==> src/rtl/dffq_chain_bist.sv <==
// BIST engine for an external chain of DEPTH D->Q flops: launches a PRBS-16 stream into the
// chain head and checks the tail against a delayed copy of what was launched.
module dffq_chain_bist #(
  parameter int unsigned DEPTH = 8,
  parameter logic [15:0] SEED  = 16'hACE1,
  parameter int unsigned ERR_W = 8
) (
  input  logic             CLK,
  input  logic             RST,
  input  logic             START,
  input  logic [15:0]      LEN,
  output logic             CHAIN_D,
  input  logic             CHAIN_Q,
  output logic             BUSY,
  output logic             DONE,
  output logic             PASS,
  output logic [ERR_W-1:0] ERR_CNT,
  output logic [15:0]      FIRST_FAIL
);

  localparam logic [15:0] DepthM1 = 16'(DEPTH - 1);
  localparam logic [15:0] NoFail  = 16'hFFFF;

  typedef enum logic [2:0] {
    StIdle,
    StFlush,
    StRun,
    StDrain,
    StDone
  } state_e;

  state_e             state_q, state_d;
  logic [15:0]        cnt_q, cnt_d;
  logic [15:0]        len_q, len_d;
  logic [15:0]        lfsr_q, lfsr_d;
  logic               chain_d_q, chain_d_d;
  logic [DEPTH-1:0]   exp_q;
  logic [DEPTH-1:0]   vld_q;
  logic [ERR_W-1:0]   err_q, err_d;
  logic [15:0]        ff_q, ff_d;
  logic [15:0]        idx_q, idx_d;
  logic               pass_q, pass_d;

  logic busy;
  logic start_ok;
  logic cmp_en;
  logic mism;
  logic lfsr_fb;

  assign busy     = (state_q == StFlush) || (state_q == StRun) || (state_q == StDrain);
  assign start_ok = START && ((state_q == StIdle) || (state_q == StDone));
  assign cmp_en   = busy && vld_q[DEPTH-1];
  assign mism     = cmp_en && (CHAIN_Q != exp_q[DEPTH-1]);

  // x^16 + x^14 + x^13 + x^11 + 1, right-shifting Fibonacci form
  assign lfsr_fb = lfsr_q[0] ^ lfsr_q[2] ^ lfsr_q[3] ^ lfsr_q[5];

  always_comb begin
    state_d   = state_q;
    cnt_d     = cnt_q;
    len_d     = len_q;
    lfsr_d    = lfsr_q;
    err_d     = err_q;
    ff_d      = ff_q;
    idx_d     = idx_q;
    pass_d    = pass_q;
    chain_d_d = 1'b0;

    // Compare bookkeeping; idx counts valid compares, i.e. the pattern index of the tail bit.
    if (cmp_en) begin
      idx_d = idx_q + 16'd1;
      if (mism) begin
        if (err_q != '1) begin
          err_d = err_q + ERR_W'(1);
        end
        if (ff_q == NoFail) begin
          ff_d = idx_q;
        end
      end
    end

    unique case (state_q)
      StIdle, StDone: begin
        if (START) begin
          lfsr_d = SEED;
          err_d  = '0;
          ff_d   = NoFail;
          idx_d  = '0;
          len_d  = LEN;
          if (LEN == 16'd0) begin
            state_d = StDone;
            pass_d  = 1'b1;
          end else begin
            state_d = StFlush;
            cnt_d   = DepthM1;
            pass_d  = 1'b0;
          end
        end
      end
      StFlush: begin
        if (cnt_q == 16'd0) begin
          state_d = StRun;
          cnt_d   = len_q - 16'd1;
        end else begin
          cnt_d = cnt_q - 16'd1;
        end
      end
      StRun: begin
        if (cnt_q == 16'd0) begin
          state_d = StDrain;
          cnt_d   = DepthM1;
        end else begin
          cnt_d = cnt_q - 16'd1;
        end
      end
      StDrain: begin
        if (cnt_q == 16'd0) begin
          state_d = StDone;
          pass_d  = (err_d == '0);
        end else begin
          cnt_d = cnt_q - 16'd1;
        end
      end
      default: begin
        state_d = StIdle;
      end
    endcase

    // CHAIN_D is registered, so the bit for the next RUN cycle is picked one edge early.
    if (state_d == StRun) begin
      chain_d_d = lfsr_q[0];
      lfsr_d    = {lfsr_fb, lfsr_q[15:1]};
    end
  end

  always_ff @(posedge CLK) begin
    if (RST) begin
      state_q   <= StIdle;
      cnt_q     <= '0;
      len_q     <= '0;
      lfsr_q    <= SEED;
      chain_d_q <= 1'b0;
      exp_q     <= '0;
      vld_q     <= '0;
      err_q     <= '0;
      ff_q      <= NoFail;
      idx_q     <= '0;
      pass_q    <= 1'b0;
    end else begin
      state_q   <= state_d;
      cnt_q     <= cnt_d;
      len_q     <= len_d;
      lfsr_q    <= lfsr_d;
      chain_d_q <= chain_d_d;
      err_q     <= err_d;
      ff_q      <= ff_d;
      idx_q     <= idx_d;
      pass_q    <= pass_d;
      if (busy) begin
        for (int unsigned i = 1; i < DEPTH; i++) begin
          exp_q[i] <= exp_q[i-1];
          vld_q[i] <= vld_q[i-1];
        end
        exp_q[0] <= chain_d_q;
        vld_q[0] <= (state_q == StRun);
      end else if (start_ok) begin
        vld_q <= '0;
      end
    end
  end

  assign CHAIN_D    = chain_d_q;
  assign BUSY       = busy;
  assign DONE       = (state_q == StDone);
  assign PASS       = pass_q;
  assign ERR_CNT    = err_q;
  assign FIRST_FAIL = ff_q;

endmodule

==> config.mk <==
export PLATFORM = sky130hd
export DESIGN_NAME = dffq_chain_bist
export DESIGN_NICKNAME = d
export VERILOG_FILES = /design/src/rtl/dffq_chain_bist.sv
export SDC_FILE = /design/constraint.sdc
export NUM_CORES = 1
export LEC_CHECK = 0
export ABC_AREA = 1
export ABC_CLOCK_PERIOD_IN_PS = 2200
export CAP_MARGIN = 20
export CORE_MARGIN = 2
export CORE_UTILIZATION = 45
export CTS_CLUSTER_SIZE = 10
export DETAILED_ROUTE_END_ITERATION = 16
export PLACE_DENSITY = 0.64
export SLEW_MARGIN = 20
export SYNTH_ARGS = -nofsm -noshare
export SYNTH_HDL_FRONTEND = slang
export SYNTH_SLANG_ARGS = --single-unit
==> constraint.sdc <==
create_clock -name CLK -period 2.2 [get_ports CLK]
set_input_delay 0.22 -clock CLK [delete_from_list [all_inputs] [get_ports CLK]]
set_output_delay 0.22 -clock CLK [all_outputs]
set_load 0.01 [all_outputs]
==> out/qor.csv <==
stage,metric,value,unit
logic_synthesis,Main synth FF type,dfxtp_1,
placement,Post-DP HPWL,9151,um
floorplanning,die area,0.01301,mm2
setup_path,Worst path slowest cell,clkdlybuf4s50_1,
logic_synthesis,Post-Synth Adder-Cell Area,0.01148,
timing,setup total negative slack,0,ns
floorplanning,Std-Cell Rows,40,
setup_path,crit path from,state_q[1]$_SDFF_PP0_,
drt,DRC viols,0,
pwr,Internal,5.056,mW
clock_tree,H-tree Lvls,3,
layout,"commonest cells after routing, fill and taps aside","nand2_1, nor2_1, dfxtp_1",
floorplanning,height of the die,114.1,um
pwr,Flop pwr share,0.302,
clock_tree,CTS tree,yes,
placement,GP Congestion,0.8782,
setup_path,Worst EP arrival,1.77,ns
clock_tree,worst-skew pair later-pin latency,0.35,ns
worst_hold_path,worst min-delay path category,reg -> reg,
setup_path,kind of start point of the critical path,flip-flop,
setup_path,reg2reg path depth,10,
drt,First-pass DRT Iterations,5,
layout,Nets,877,
drt,routed vias,5160,
pwr,Switching Fraction,0.4290,
setup_path,Buf/Inv on CP,2,
layout,design area,0.006491,mm2
floorplanning,# IOs,48,
timing,Slew Limit Fails,0,
logic_synthesis,Synth cell types,35,
setup_path,CP max FO,15,
logic_synthesis,Post-synth EDFFs,0,
pwr,cell area power density,1364,mW/mm2
pwr,Max rail drop VDD,0.5456,mV
pwr,Sw Pwr,3.799,mW
grt,met3 usage,0.02965,
flow_run,max-cap viol count,0,
logic_synthesis,synthesized flop and latch total,109,
logic_synthesis,syn avg cell area,6.797,um2
logic_synthesis,Synth Area in XOR/XNOR,0.04820,
grt,first-pass GRT wire length,21410,um
setup_path,flop2flop setup slack,0.22,ns
clock_tree,"Clk pin slew, worst setup/hold paths",0.07,ns
grt,global route hottest layer,met2,
worst_hold_path,Worst Hold Launch,exp_q[1]$_SDFFE_PP0N_,
grt,largest net degree at the start of global routing,30,
setup_path,"Largest stage delay, worst path",0.55,ns
drt,initial drt markers,365,
layout,synth-to-layout area growth,19.07,%
logic_synthesis,"Cell Area, Synth",0.005451,mm2
grt,vias in the first global route,4741,
logic_synthesis,cell taking the most area after synthesis,dfxtp_1,
clock_tree,Post-CTS Hold Buffers,0,
grt,initial antenna violation count,0,
logic_synthesis,Synth Area in Compound Gates,0.1366,
timing,Final Setup Violations,0,
grt,GRT Overall Usage,0.2011,
placement,Port Buffers,47,
timing,final worst path period need,1.989,ns
logic_synthesis,cells after synthesis,802,
clock_tree,root buf cell,clkbuf_16,
placement,Placement Cell Area,0.006133,mm2
timing,Final Hold Fails,0,
setup_path,CP endpoint kind,output pin,
pwr,Pleak,2.680,nW
setup_path,Crit path max-delay family,buffers and inverters,
logic_synthesis,top post-synthesis cells by area,"dfxtp_1, nand2_1, nor2_1, o21ai_0, nand3_1",
grt,M1 GR Usage,0.2527,
logic_synthesis,Synth top area share,0.4003,
setup_path,crit-path cells,"nor2_2, nor2_4, buf_4, clkdlybuf4s50_1",
drt,Antenna Nets Post-Route,0,
drt,WL/cell,12.52,um
timing,Clock Skews,0.006668,ns
logic_synthesis,multiplexer share of the synthesized area,0,
logic_synthesis,register area share after synthesis,0.4003,
floorplanning,Initial Utilization,0.4577,
timing,unrepaired setup endpoints after global routing,false,
timing,Achievable Freq,502.7,MHz
logic_synthesis,simple-gate share of the synthesized area,0.3346,
logic_synthesis,syn nets,827,
layout,antenna fix cells,0,
setup_path,Worst Setup EP,BUSY,
layout,"most common cell after layout, fill and taps aside",nand2_1,
clock_tree,Max Root-Sink Buffers,2,
layout,Fillers,1154,
pwr,Clk network pwr share,0.213,
setup_path,CP required,1.98,ns
setup_path,reg-to-reg endpoint,PASS$_SDFFE_PP0P_,
drt,Total Wirelength,12570,um
logic_synthesis,"Async S/R FF share, synth",0,
grt,GRT overflow,0,
setup_path,instance count on the critical path,4,
grt,M2 GR Usage,0.3444,
clock_tree,TritonCTS Buffers,9,
logic_synthesis,Yosys Warn Count,0,
timing,Slew @ Worst Pin,0.4739,ns
setup_path,RR Startpoint,state_q[1]$_SDFF_PP0_,
status,status,completed,
floorplanning,area of the core,0.01191,mm2
timing,relative slew slack,0.6832,
pwr,Logic pwr share,0.486,
timing,fin crit share,0.9042,
layout,layout cells sized above 1,0.07585,
clock_tree,Sink Count,109,
floorplanning,Die X,114.1,um
layout,Finished Core Util,0.5450,
logic_synthesis,main combinational cell family by area after synthesis,simple AND/OR/NAND/NOR gates,
drt,vias per cell,5.139,
setup_path,critical path type,reg -> out,
[worst reg2reg max path, delay by kind of cell (launching register included)]
family | cells | cell delay, ns
AOI/OAI and AO/OA | 1 | 0.13
DFF | 1 | 0.40
buffers and inverters | 1 | 0.09
and+or+nand+nor | 8 | 1.28
[power groups by stage]
stage / clock (mW) / sequential (mW) / combinational, mW
floorplan: 0 / 2.64 / 3.37
global placement: 0 / 2.70 / 4.22
detailed placement: 0 / 2.71 / 4.26
CTS: 1.92 / 2.67 / 4.29
global route: 2.00 / 2.73 / 4.86
finish: 1.88 / 2.67 / 4.30
[cells in the mapped netlist (2+ instances only)]
master / n
a211oi_1: 3
a21oi_1: 61
buf_2: 6
buf_4: 2
buf_6: 2
clkbuf_1: 18
dfxtp_1: 109
ha_1: 5
inv_1: 59
inv_2: 4
nand2_1: 196
nand2_2: 7
nand3_1: 63
nand3b_1: 3
nand4_1: 9
nor2_1: 114
nor2_2: 10
nor2_4: 4
nor3_1: 11
nor4_1: 2
o211ai_1: 3
o21ai_0: 69
o221ai_1: 2
xnor2_1: 14
xor2_1: 16
[state kept, by name, indices dropped and copies added (netlist names)]
name        flops
ERR_CNT         8
FIRST_FAIL     16
len_q          16
exp_q           8
lfsr_q         16
CHAIN_D         1
vld_q           8
state_q         3
cnt_q          16
idx_q          16
PASS            1
[worst min path at each step]
stage / endpoint / slack [ns] / depth (start not counted)
after floorplan: len_q[15]$_SDFFE_PP0P_ / 0.35 / 2
after global placement: exp_q[1]$_SDFFE_PP0N_ / 0.44 / 2
after detailed placement: exp_q[5]$_SDFFE_PP0N_ / 0.45 / 2
after CTS: exp_q[5]$_SDFFE_PP0N_ / 0.46 / 2
after global routing: len_q[11]$_SDFFE_PP0P_ / 0.48 / 3
final: exp_q[1]$_SDFFE_PP0N_ / 0.46 / 2
[area by class of cell]
class | instances | area [um2] | share of cell area
multi-input combinational | 601 | 2902 | 0.4470
sequential | 109 | 2182 | 0.3362
timing repair buffer | 67 | 633.1 | 0.09753
clock buffer | 11 | 242.7 | 0.03739
inverter | 64 | 240.2 | 0.03701
tap | 147 | 183.9 | 0.02833
clock inverter | 5 | 107.6 | 0.01658
[metrics by stage]
step	cells	setup slack [ns]	total power, mW	hold slack (ns)
3_3_place_gp	988	0.1211	6.916	0.4395
6_report	1004	0.2107	8.855	0.4587
2_1_floorplan	802	0.5134	6.010	0.3549
5_1_grt	1004	0.03651	9.587	0.4836
3_5_place_dp	988	0.1087	6.969	0.4473
4_1_cts	1004	0.07402	8.885	0.4616
[kinds of logic after synthesis]
kind of cell / Yosys count
xor gates and xnor gates: 30
DFF: 109
buffers and inverters: 92
adders and majority gates: 5
AOI/OAI and AO/OA: 141
and+or+nand+nor: 425
[timing repair]
item,in CTS,in global routing
endpoints found under the hold margin,0,0
gates resized for setup,0,2
buffers inserted,0,0
endpoints found under the setup margin,0,2
[routing by layer]
metal | vias to the layer above | share of wire
li1 | 2699 | -
met1 | 2332 | 0.47
met2 | 114 | 0.48
met3 | 15 | 0.037
met4 | 0 | 0.019
met5 | - | 0
(Power assumes the default switching activity.)
